`src/rtl/ps2_frame_receiver_pkg.sv`:
```
// ps2_frame_receiver_pkg
//   Definitions shared by the PS/2 frame receiver:
//   - the deframer FSM state encoding (2-bit);
//   - the number of data bits in a frame;
//   - the odd-parity helper used when parity checking is compiled in.
package ps2_frame_receiver_pkg;

  typedef enum logic [1:0] {
    PS2_IDLE   = 2'd0,
    PS2_DATA   = 2'd1,
    PS2_PARITY = 2'd2,
    PS2_STOP   = 2'd3
  } ps2State_t;

  localparam int PS2_DATA_BITS = 8;

  // True when the byte plus its parity bit carry an odd number of ones.
  function automatic logic oddParityOk(input logic [7:0] b, input logic p);
    return ^{b, p};
  endfunction

endpackage

```
`src/rtl/ps2_frame_receiver_if.sv`:
```
// ps2_frame_receiver_if
//   Byte stream and status bundle between the PS/2 receiver and the SoC
//   keyboard decoder.
//   data       : scan code at the FIFO head (meaningful only while valid)
//   valid      : FIFO holds at least one byte
//   ready      : consumer pop; a byte leaves on a cycle with valid && ready
//   frameError : one-cycle pulse on a bad start/stop/parity or a timeout
//   overrun    : one-cycle pulse when a good byte is dropped (FIFO full)
//   busy       : a frame is in progress
//   Modports: master = receiver side, slave = consumer side.
interface ps2_frame_receiver_if;
  logic [7:0] data;
  logic       valid;
  logic       ready;
  logic       frameError;
  logic       overrun;
  logic       busy;

  modport master (
    output data, valid, frameError, overrun, busy,
    input  ready
  );

  modport slave (
    input  data, valid, frameError, overrun, busy,
    output ready
  );
endinterface

```
`src/rtl/ps2_frame_receiver_fifo.sv`:
```
// ps2_byte_fifo
//   Show-ahead byte FIFO with synchronous active-low reset.
//   clk, reset : clock, synchronous active-low reset (flushes the FIFO)
//   push       : write pushData (taken when not full, or when full with a pop)
//   pushData   : byte to write
//   pop        : remove the head byte (ignored when empty)
//   popData    : head byte, forced to 0 while empty
//   empty      : no bytes held
//   overrun    : one-cycle pulse after a push was dropped because of full
module ps2_byte_fifo #(
  parameter int DEPTH = 4,
  parameter int WIDTH = 8
) (
  input  logic             clk,
  input  logic             reset,
  input  logic             push,
  input  logic [WIDTH-1:0] pushData,
  input  logic             pop,
  output logic [WIDTH-1:0] popData,
  output logic             empty,
  output logic             overrun
);

  localparam int AW = $clog2(DEPTH);

  // One extra pointer bit distinguishes full from empty.
  logic [AW:0]      wrPtr;
  logic [AW:0]      rdPtr;
  logic [WIDTH-1:0] mem [DEPTH];
  logic             full;
  logic             doPush;
  logic             doPop;
  logic             dropByte;

  assign empty = (wrPtr == rdPtr);
  assign full  = (wrPtr[AW] != rdPtr[AW]) && (wrPtr[AW-1:0] == rdPtr[AW-1:0]);

  // A pop in the same cycle frees the slot a full FIFO needs for the push.
  assign doPop    = pop && !empty;
  assign doPush   = push && (!full || doPop);
  assign dropByte = push && full && !doPop;

  always_ff @(posedge clk) begin
    if (!reset) begin
      wrPtr   <= '0;
      rdPtr   <= '0;
      overrun <= 1'b0;
    end else begin
      if (doPush) wrPtr <= wrPtr + 1'b1;
      if (doPop)  rdPtr <= rdPtr + 1'b1;
      overrun <= dropByte;
    end
  end

  // Storage carries no reset; the pointers alone define what is valid.
  always_ff @(posedge clk) begin
    if (doPush) mem[wrPtr[AW-1:0]] <= pushData;
  end

  assign popData = empty ? '0 : mem[rdPtr[AW-1:0]];

endmodule

```
`src/rtl/ps2_frame_receiver.sv`:
```
// ps2_frame_receiver
//   Deframes PS/2 keyboard frames (start 0, 8 data bits LSB first, odd
//   parity, stop 1) from debounced, clk-synchronous ps2Clk/ps2Data, applies
//   a watchdog to stalled frames and queues good bytes in a show-ahead FIFO.
//   Parameters: TIMEOUT_CYCLES (idle cycles between falling edges before a
//   frame is aborted), FIFO_DEPTH (power of two, >= 2).
//   Ports: clk, reset (synchronous, active-low), ps2Clk, ps2Data, and the
//   rx bundle (data/valid/ready/frameError/overrun/busy, master side).
//   Build option: define PS2_PARITY_CHECK_EN to reject bytes whose parity
//   bit is wrong; otherwise the parity bit is sampled and ignored.
module ps2_frame_receiver
  import ps2_frame_receiver_pkg::*;
#(
  parameter int TIMEOUT_CYCLES = 16000,
  parameter int FIFO_DEPTH     = 4
) (
  input  logic clk,
  input  logic reset,
  input  logic ps2Clk,
  input  logic ps2Data,
  ps2_frame_receiver_if.master rx
);

  localparam int             WDW      = $clog2(TIMEOUT_CYCLES + 1);
  localparam logic [WDW-1:0] WD_LIMIT = WDW'(TIMEOUT_CYCLES);

  ps2State_t      state;
  ps2State_t      stateNext;
  logic           ps2ClkPrev;
  logic [2:0]     bitCnt;
  logic [2:0]     bitCntNext;
  logic [7:0]     shreg;
  logic [7:0]     shregNext;
  logic           parityBit;
  logic           parityNext;
  logic [WDW-1:0] wdCnt;
  logic           frameErrorReg;
  logic           errNext;
  logic           byteOk;
  logic           parityOk;
  logic           fe;
  logic           timeout;
  logic           fifoEmpty;

  assign fe = ps2ClkPrev && !ps2Clk;

  // A falling edge in the same cycle always takes precedence over the watchdog.
  assign timeout = (state != PS2_IDLE) && !fe && (wdCnt == WD_LIMIT);

`ifdef PS2_PARITY_CHECK_EN
  assign parityOk = oddParityOk(shreg, parityBit);
`else
  assign parityOk = 1'b1;
`endif

  // ---- state / control registers ----
  always_ff @(posedge clk) begin
    if (!reset) begin
      state         <= PS2_IDLE;
      ps2ClkPrev    <= 1'b1;
      wdCnt         <= '0;
      frameErrorReg <= 1'b0;
    end else begin
      state         <= stateNext;
      ps2ClkPrev    <= ps2Clk;
      frameErrorReg <= errNext;
      if (state == PS2_IDLE || fe || timeout) wdCnt <= '0;
      else                                    wdCnt <= wdCnt + 1'b1;
    end
  end

  // ---- frame payload registers (no reset needed) ----
  always_ff @(posedge clk) begin
    bitCnt    <= bitCntNext;
    shreg     <= shregNext;
    parityBit <= parityNext;
  end

  always_comb begin
    stateNext  = state;
    bitCntNext = bitCnt;
    shregNext  = shreg;
    parityNext = parityBit;
    errNext    = 1'b0;
    byteOk     = 1'b0;
    if (timeout) begin
      stateNext = PS2_IDLE;
      errNext   = 1'b1;
    end else if (fe) begin
      unique case (state)
        PS2_IDLE: begin
          if (!ps2Data) begin
            stateNext  = PS2_DATA;
            bitCntNext = '0;
          end else begin
            errNext = 1'b1;
          end
        end
        PS2_DATA: begin
          // LSB arrives first, so shift right and enter at bit 7.
          shregNext  = {ps2Data, shreg[7:1]};
          bitCntNext = bitCnt + 1'b1;
          if (bitCnt == 3'(PS2_DATA_BITS - 1)) stateNext = PS2_PARITY;
        end
        PS2_PARITY: begin
          parityNext = ps2Data;
          stateNext  = PS2_STOP;
        end
        PS2_STOP: begin
          stateNext = PS2_IDLE;
          if (ps2Data && parityOk) byteOk  = 1'b1;
          else                     errNext = 1'b1;
        end
        default: stateNext = PS2_IDLE;
      endcase
    end
  end

  ps2_byte_fifo #(
    .DEPTH (FIFO_DEPTH),
    .WIDTH (8)
  ) uFifo (
    .clk      (clk),
    .reset    (reset),
    .push     (byteOk),
    .pushData (shreg),
    .pop      (rx.ready),
    .popData  (rx.data),
    .empty    (fifoEmpty),
    .overrun  (rx.overrun)
  );

  assign rx.valid      = !fifoEmpty;
  assign rx.frameError = frameErrorReg;
  assign rx.busy       = (state != PS2_IDLE);

endmodule

```
`src/flat_wrapper.sv`:
```
// flat-port wrapper written by rule: the top's interface ports become plain ports
module ps2_frame_receiver_flat import ps2_frame_receiver_pkg::*;
#(
  parameter int TIMEOUT_CYCLES = 16000,
  parameter int FIFO_DEPTH     = 4
)
  (clk, reset, ps2Clk, ps2Data, rx_data, rx_valid, rx_frameError, rx_overrun, rx_busy, rx_ready);
  ps2_frame_receiver_if rx_i ();
  input  logic clk;
  input  logic reset;
  input  logic ps2Clk;
  input  logic ps2Data;
  output wire logic [$bits(rx_i.data)-1:0] rx_data;
  output wire logic [$bits(rx_i.valid)-1:0] rx_valid;
  output wire logic [$bits(rx_i.frameError)-1:0] rx_frameError;
  output wire logic [$bits(rx_i.overrun)-1:0] rx_overrun;
  output wire logic [$bits(rx_i.busy)-1:0] rx_busy;
  input wire logic [$bits(rx_i.ready)-1:0] rx_ready;
  assign rx_data = rx_i.data;
  assign rx_valid = rx_i.valid;
  assign rx_frameError = rx_i.frameError;
  assign rx_overrun = rx_i.overrun;
  assign rx_busy = rx_i.busy;
  assign rx_i.ready = rx_ready;
  ps2_frame_receiver #(.TIMEOUT_CYCLES(TIMEOUT_CYCLES), .FIFO_DEPTH(FIFO_DEPTH)) u_core (.clk(clk), .reset(reset), .ps2Clk(ps2Clk), .ps2Data(ps2Data), .rx(rx_i));
endmodule
```
`config.mk`:
```
export PLATFORM = sky130hd
export DESIGN_NAME = ps2_frame_receiver_flat
export DESIGN_NICKNAME = d
export VERILOG_FILES = /design/src/rtl/ps2_frame_receiver_pkg.sv /design/src/rtl/ps2_frame_receiver_if.sv /design/src/rtl/ps2_frame_receiver_fifo.sv /design/src/rtl/ps2_frame_receiver.sv /design/src/flat_wrapper.sv
export SDC_FILE = /design/constraint.sdc
export NUM_CORES = 1
export LEC_CHECK = 0
export ABC_AREA = 0
export BUFFER_PORTS_ARGS = -buffer_cell sky130_fd_sc_hd__buf_2
export CORE_MARGIN = 2
export CORE_UTILIZATION = 55
export DETAILED_ROUTE_END_ITERATION = 8
export GPL_ROUTABILITY_DRIVEN = 0
export PLACE_DENSITY = 0.73
export SETUP_SLACK_MARGIN = 0.02
export SYNTH_ARGS = -nofsm -noshare
export SYNTH_HDL_FRONTEND = slang
export SYNTH_SLANG_ARGS = --single-unit
```
`constraint.sdc`:
```
create_clock -name clk -period 2.4 [get_ports clk]
set_input_delay 0 -clock clk [delete_from_list [all_inputs] [get_ports clk]]
set_output_delay 0 -clock clk [all_outputs]
set_load 0.005 [all_outputs]
```
Word-level counts from Yosys, hierarchy flattened
Memories as Yosys holds them, arrays and structs flattened. A register that Yosys moved wholly into a read port is not among the register bits.
Cells that the tools add are included.
- bits in registers: 36
- bits in writable memories: 32
- bits of input ports: 5
- output and inout port bits: 12
- word-level logic and storage cells: 68
- memories: 1
- memory list (name ; words ; bits a word ; read ports ; clocked after Yosys merged registers in ; wr ports ; line ; source):
    u_core.uFifo.mem ; 4 ; 8 ; 1 ; 1 ; 1 ; ps2_frame_receiver_fifo.sv:29 ; logic [WIDTH-1:0] mem [DEPTH];
- add/sub/neg operators: 4
- eq/ne operators: 10
- muxes and demuxes: 18
- bitwise logic cells: 2
- reduce and logical (&&, ||, !) cells: 24
- operators with widths (cell ; number):
    14-bit by 1-bit adder with 14-bit output, second input constant ; 1
    14-bit == test, second input constant ; 1
    3-bit by 1-bit adder with 3-bit output, second input constant ; 3
    1-bit two-way mux ; 9
    1-bit logical AND ; 8
    2-bit two-way mux ; 4
    8-bit two-way mux ; 1
    2-bit case mux with 4 select lines ; 1
    3-bit case mux with 2 select lines ; 1
    3-bit AND reduction ; 2
    1-bit zero test ; 5
    2-bit == test, second input constant ; 2
    4-bit AND reduction ; 1
    2-bit nonzero test ; 2
    2-bit OR reduction ; 2
    3-bit == test ; 1
    3-bit == test, second input constant ; 1
    1-bit logical OR ; 3
    3-bit two-way mux ; 1
    2-bit by 1-bit == test with 1-bit output, second input constant ; 1
    2-bit == test ; 1
    2-bit zero test ; 1
    2-bit by 1-bit inequality test with 1-bit output, second input constant ; 1
    2-bit inequality test, second input constant ; 1
    other kinds (3) ; 4

Logic depth before layout (Yosys ltp)
- word-level depth: 9
- gate-level depth with buffers: 7
- gate-level depth less buffers: 6

Modules after synthesis
A second synthesis with hierarchy kept.
- cell total of the unflattened synthesis: 224
- area total of the unflattened synthesis: 3025.4 um2
- by module, submodules not included (module ; instances ; cells an instance ; area an instance (um2) ; seq. area each (um2)):
    ps2_byte_fifo ; 1 ; 105 ; 1724.2 ; 1141.1
    ps2_frame_receiver ; 1 ; 119 ; 1301.2 ; 690.7

Worst setup path before layout
OpenSTA, ideal clock, no wires.
- path type: register to register
- start point: register u_core.wdCnt[3]
- end point: register u_core.wdCnt[12]
- setup time: 0.115 ns
- data arrival time: 1.684 ns
- data required time: 2.285 ns
- slack: 0.602 ns
- cell stages (with the launch flop): 6
- buffers on the path: 1
- clock period less this slack: 1.798 ns
- path through: dfxtp_1 or4b_1 or4_4 nand3_4 buf_8 nor2_1
- longest elaborated chain between the ends: 4
- elaborated cells between the ends (all ways): 5
- classes of those cells: 1 x add/sub; 1 x eq/ne; 3 x reduce/logical
- RTL lines (element ; line ; source):
    from (decl) ; ps2_frame_receiver.sv:36 ; logic [WDW-1:0] wdCnt;
    from (signal assigned) ; ps2_frame_receiver.sv:68 ; else wdCnt <= wdCnt + 1'b1;
    parallel branches: the longest is 4 deep, another holds 14-bit by 1-bit adder with 14-bit output ; n/a ;
Parallel ways; which one is timed is not known.
A chain may end at the register's enable or synchronous reset.

Worst setup path after layout
- start point: register u_core.uFifo.wrPtr[0]
- end point: output rx_data[7]
- longest elaborated chain between the ends: 2
- RTL lines (element ; line ; source):
    from (decl) ; ps2_frame_receiver_fifo.sv:27 ; logic [AW:0] wrPtr;
    from (signal assigned) ; ps2_frame_receiver_fifo.sv:49 ; if (doPush) wrPtr <= wrPtr + 1'b1;
    3-bit == test ; ps2_frame_receiver_fifo.sv:35 ; assign empty = (wrPtr == rdPtr);
    8-bit two-way mux ; ps2_frame_receiver_fifo.sv:60 ; assign popData = empty ? '0 : mem[rdPtr[AW-1:0]];
    to (decl) ; flat_wrapper.sv:13 ; output wire logic [$bits(rx_i.data)-1:0] rx_data;
Every way passes these cells.

==> results.sh <==
export IMPL_synth_area_mm2=0.00296
export IMPL_rows=26
export IMPL_whs_endpoint="u_core.uFifo.overrun"
export IMPL_numCtsBuffers=9
export IMPL_drv_slew=0
export IMPL_finalSetupViolations=0
export IMPL_cts_tree="built"
export IMPL_powerDensity_mw_per_mm2=686
export IMPL_wire_per_inst_um=13.8
export IMPL_p_leak_nw=1.19
export IMPL_grt_max_degree=16
export IMPL_die_x_um=77.4
export IMPL_max_stage_delay_ns=0.89
export IMPL_slowest_stage="nor3_1"
export IMPL_period_minus_slack_ns=2.07
export IMPL_async_flop_share=0
export IMPL_synth_most_common_cell="edfxtp_1"
export IMPL_dp_worst_setup_slack_ns=0.483
export IMPL_cts_resized=0
export IMPL_synth_edff_count=43
export IMPL_holdPathStages=3
export IMPL_synthTopCellsByCount="edfxtp_1, dfxtp_1, nor2_1, ha_1, xnor2_1"
export IMPL_synth_fp_nets=234
export IMPL_p_int_mw=1.84
export IMPL_critical_path_class="flip-flop to primary output"
export IMPL_drc_errors=0
export IMPL_max_freq_mhz=482
export IMPL_drive_gt1_frac=0.181
export IMPL_yosys_register_bits=70
export IMPL_skew_ns=0.00627
export IMPL_vias=1626
export IMPL_reg2reg_slack_ns=0.51
export IMPL_reg2reg_depth=4
export IMPL_switching_share=0.197
export IMPL_antenna_found_initial=0
export IMPL_reg2reg_to="u_core.uFifo.mem[2][7]"
export IMPL_worst_path_max_fanout=9
export IMPL_io_buffers=16
export IMPL_p_switching_uw=452
export IMPL_synth_top_area_frac=0.436
export IMPL_synth_area_leader_cell="edfxtp_1"
export IMPL_clockPowerShare=0.409
export IMPL_track_usage=0.167
export IMPL_dp_hpwl_um=2920
export IMPL_final_hold_violation_count=0
export IMPL_h_tree_depth=3
export IMPL_r2r_start="u_core.state[0]"
export IMPL_ys_types=38
export IMPL_status="complete, no violations"
export IMPL_relSlewSlack=0.280
export IMPL_clk_latency_ns=0.33
export IMPL_antenna_diode_count=0
export IMPL_clock_path_buffers=2
export IMPL_post_drt_via_cell_ratio=5.11
export IMPL_worstSetupStartpointType="flip-flop"
export IMPL_grt_pass1_wl_um=7530
export IMPL_synth_area_leaders="edfxtp_1, dfxtp_1, mux4_2"
export IMPL_layout_nets=261
export IMPL_cp_cell_sequence="xor2_1, nor3_1, nor2b_1, buf_2"
export IMPL_tightest_slew_ns=1.07
export IMPL_tns_ns=0
export IMPL_period_share=0.864
export IMPL_power_frac_seq=0.563
export IMPL_combPwrFrac=0.028
export IMPL_hp_start="rx_ready"
export IMPL_dieArea_mm2=0.00599
export IMPL_ys_seq_area_frac=0.619
export IMPL_yosys_warnings=0
export IMPL_hp_class="input port to flip-flop"
export IMPL_avgSynthCellArea_um2=13.7
export IMPL_setup_slack_ns=0.326
export IMPL_ys_flop_type="edfxtp_1"
export IMPL_grt_ovfl_total=0
export IMPL_start_util=0.576
export IMPL_num_io_pins=17
export IMPL_required_ns=2.40
export IMPL_worstPathArrival_ns=2.07
export IMPL_end_kind="primary output"
export IMPL_clock_sinks=70
export IMPL_ir_worst_vdd_v=0.000412
export IMPL_drtPass1Iterations=4
export IMPL_areaGrowthSynthToFinish_pct=12.8
export IMPL_core_area_mm2=0.00514
export IMPL_postRouteAntennaNets=0
export IMPL_cap_violations=0
export IMPL_drt_first_iter_violations=82
export IMPL_postSynthCellCount=216
export IMPL_grt_pass1_vias=1605
export IMPL_wirelength_um=4400
export IMPL_root_buffer="clkbuf_8"
export IMPL_clkTransAtPathRegs_ns=0.07
export IMPL_rsz0062_at_grt="false"
export IMPL_die_h_um=77.4
## sequential cells by signal (all words and copies together) (netlist names), named ones only
signal	flops
u_core.bitCnt	3
u_core.ps2ClkPrev	1
u_core.state	2
u_core.uFifo.wrPtr	3
u_core.shreg	8
u_core.wdCnt	14
u_core.uFifo.mem	32
u_core.rx.frameError	1
u_core.uFifo.overrun	1
u_core.uFifo.rdPtr	3
## kinds of logic (layout without fill, tap and decap cells)
logic type                 count (synthesis)  in the layout  share of synthesized area
AOI/OAI and AO/OA                         12             12                     0.0342
and+or+nand+nor                           79             79                      0.150
adders and majority gates                 13             13                     0.0549
buffers and inverters                     14             46                     0.0215
xor gates and xnor gates                  19             19                     0.0562
muxes                                      9              9                     0.0642
DFF                                       70             70                      0.619
## how the worst max path moves through the flow
stage / start / endpoint / slack (ns)
after detailed placement: u_core.state[1] / u_core.uFifo.mem[2][5] / 0.48
after floorplan: u_core.wdCnt[3] / u_core.wdCnt[12] / 0.60
final: u_core.uFifo.wrPtr[0] / rx_data[7] / 0.33
after global routing: u_core.uFifo.wrPtr[0] / rx_data[7] / 0.11
after global placement: u_core.wdCnt[3] / u_core.state[0] / 0.55
after CTS: u_core.uFifo.wrPtr[0] / rx_data[7] / 0.29
## through the flow
step	instance area, um^2	hold slack [ns]	util	std cells	power, mW
global placement	3110	0.217	0.605	299	1.38
CTS	3340	0.0414	0.650	318	2.31
detailed placement	3110	0.227	0.605	299	1.38
finish	3340	0.0528	0.650	318	2.29
floorplan	2960	0.0730	-	216	1.36
global route	3340	0.0644	0.650	318	2.38
## power groups by stage
stage	sequential, mW	clock (mW)	combinational [mW]
floorplan	1.31	0	0.0440
global placement	1.32	0	0.0608
detailed placement	1.32	0	0.0618
CTS	1.29	0.957	0.0657
global route	1.29	1.01	0.0742
finish	1.29	0.938	0.0645
## cell usage in the layout (no fill, tap or decap), types with 8 or more instances in the layout
cell type,count
nor2b_1,10
buf_2,16
and2_1,11
edfxtp_1,43
nor2_1,17
nand2_1,9
clkbuf_8,11
ha_1,13
inv_1,10
xnor2_1,12
mux4_2,8
dfxtp_1,27
## layer usage
layer	vias to the layer above	share of wire	GRT usage
met2	25	0.50	0.283
met4	0	0.020	0.0750
met1	756	0.46	0.204
met5	-	0	0
li1	835	-	-
met3	10	0.025	0.0384
## critical path: cells and delay by family, from the launching register on
family	cells	cell delay (ns)
XOR/XNOR	1	0.15
flip-flops	1	0.42
buffers and inverters	1	0.17
AND/OR/NAND/NOR	2	1.00
## area by class of cell
type	instances	area, um^2
Sequential cell	70	1830
Multi-Input combinational cell	132	1070
Clock buffer	12	155
Inverter	10	37.5
Timing Repair Buffer	20	118
Tap cell	70	87.6
Clock inverter	4	45.0
Fill cell	405	1800
## repair_timing
action | CTS | global route
buffers inserted | 0 | 0
hold buffers | 3 | 0
endpoints found under the hold margin | 2 | 0
No activity file was read; power rests on OpenSTA's default activity.
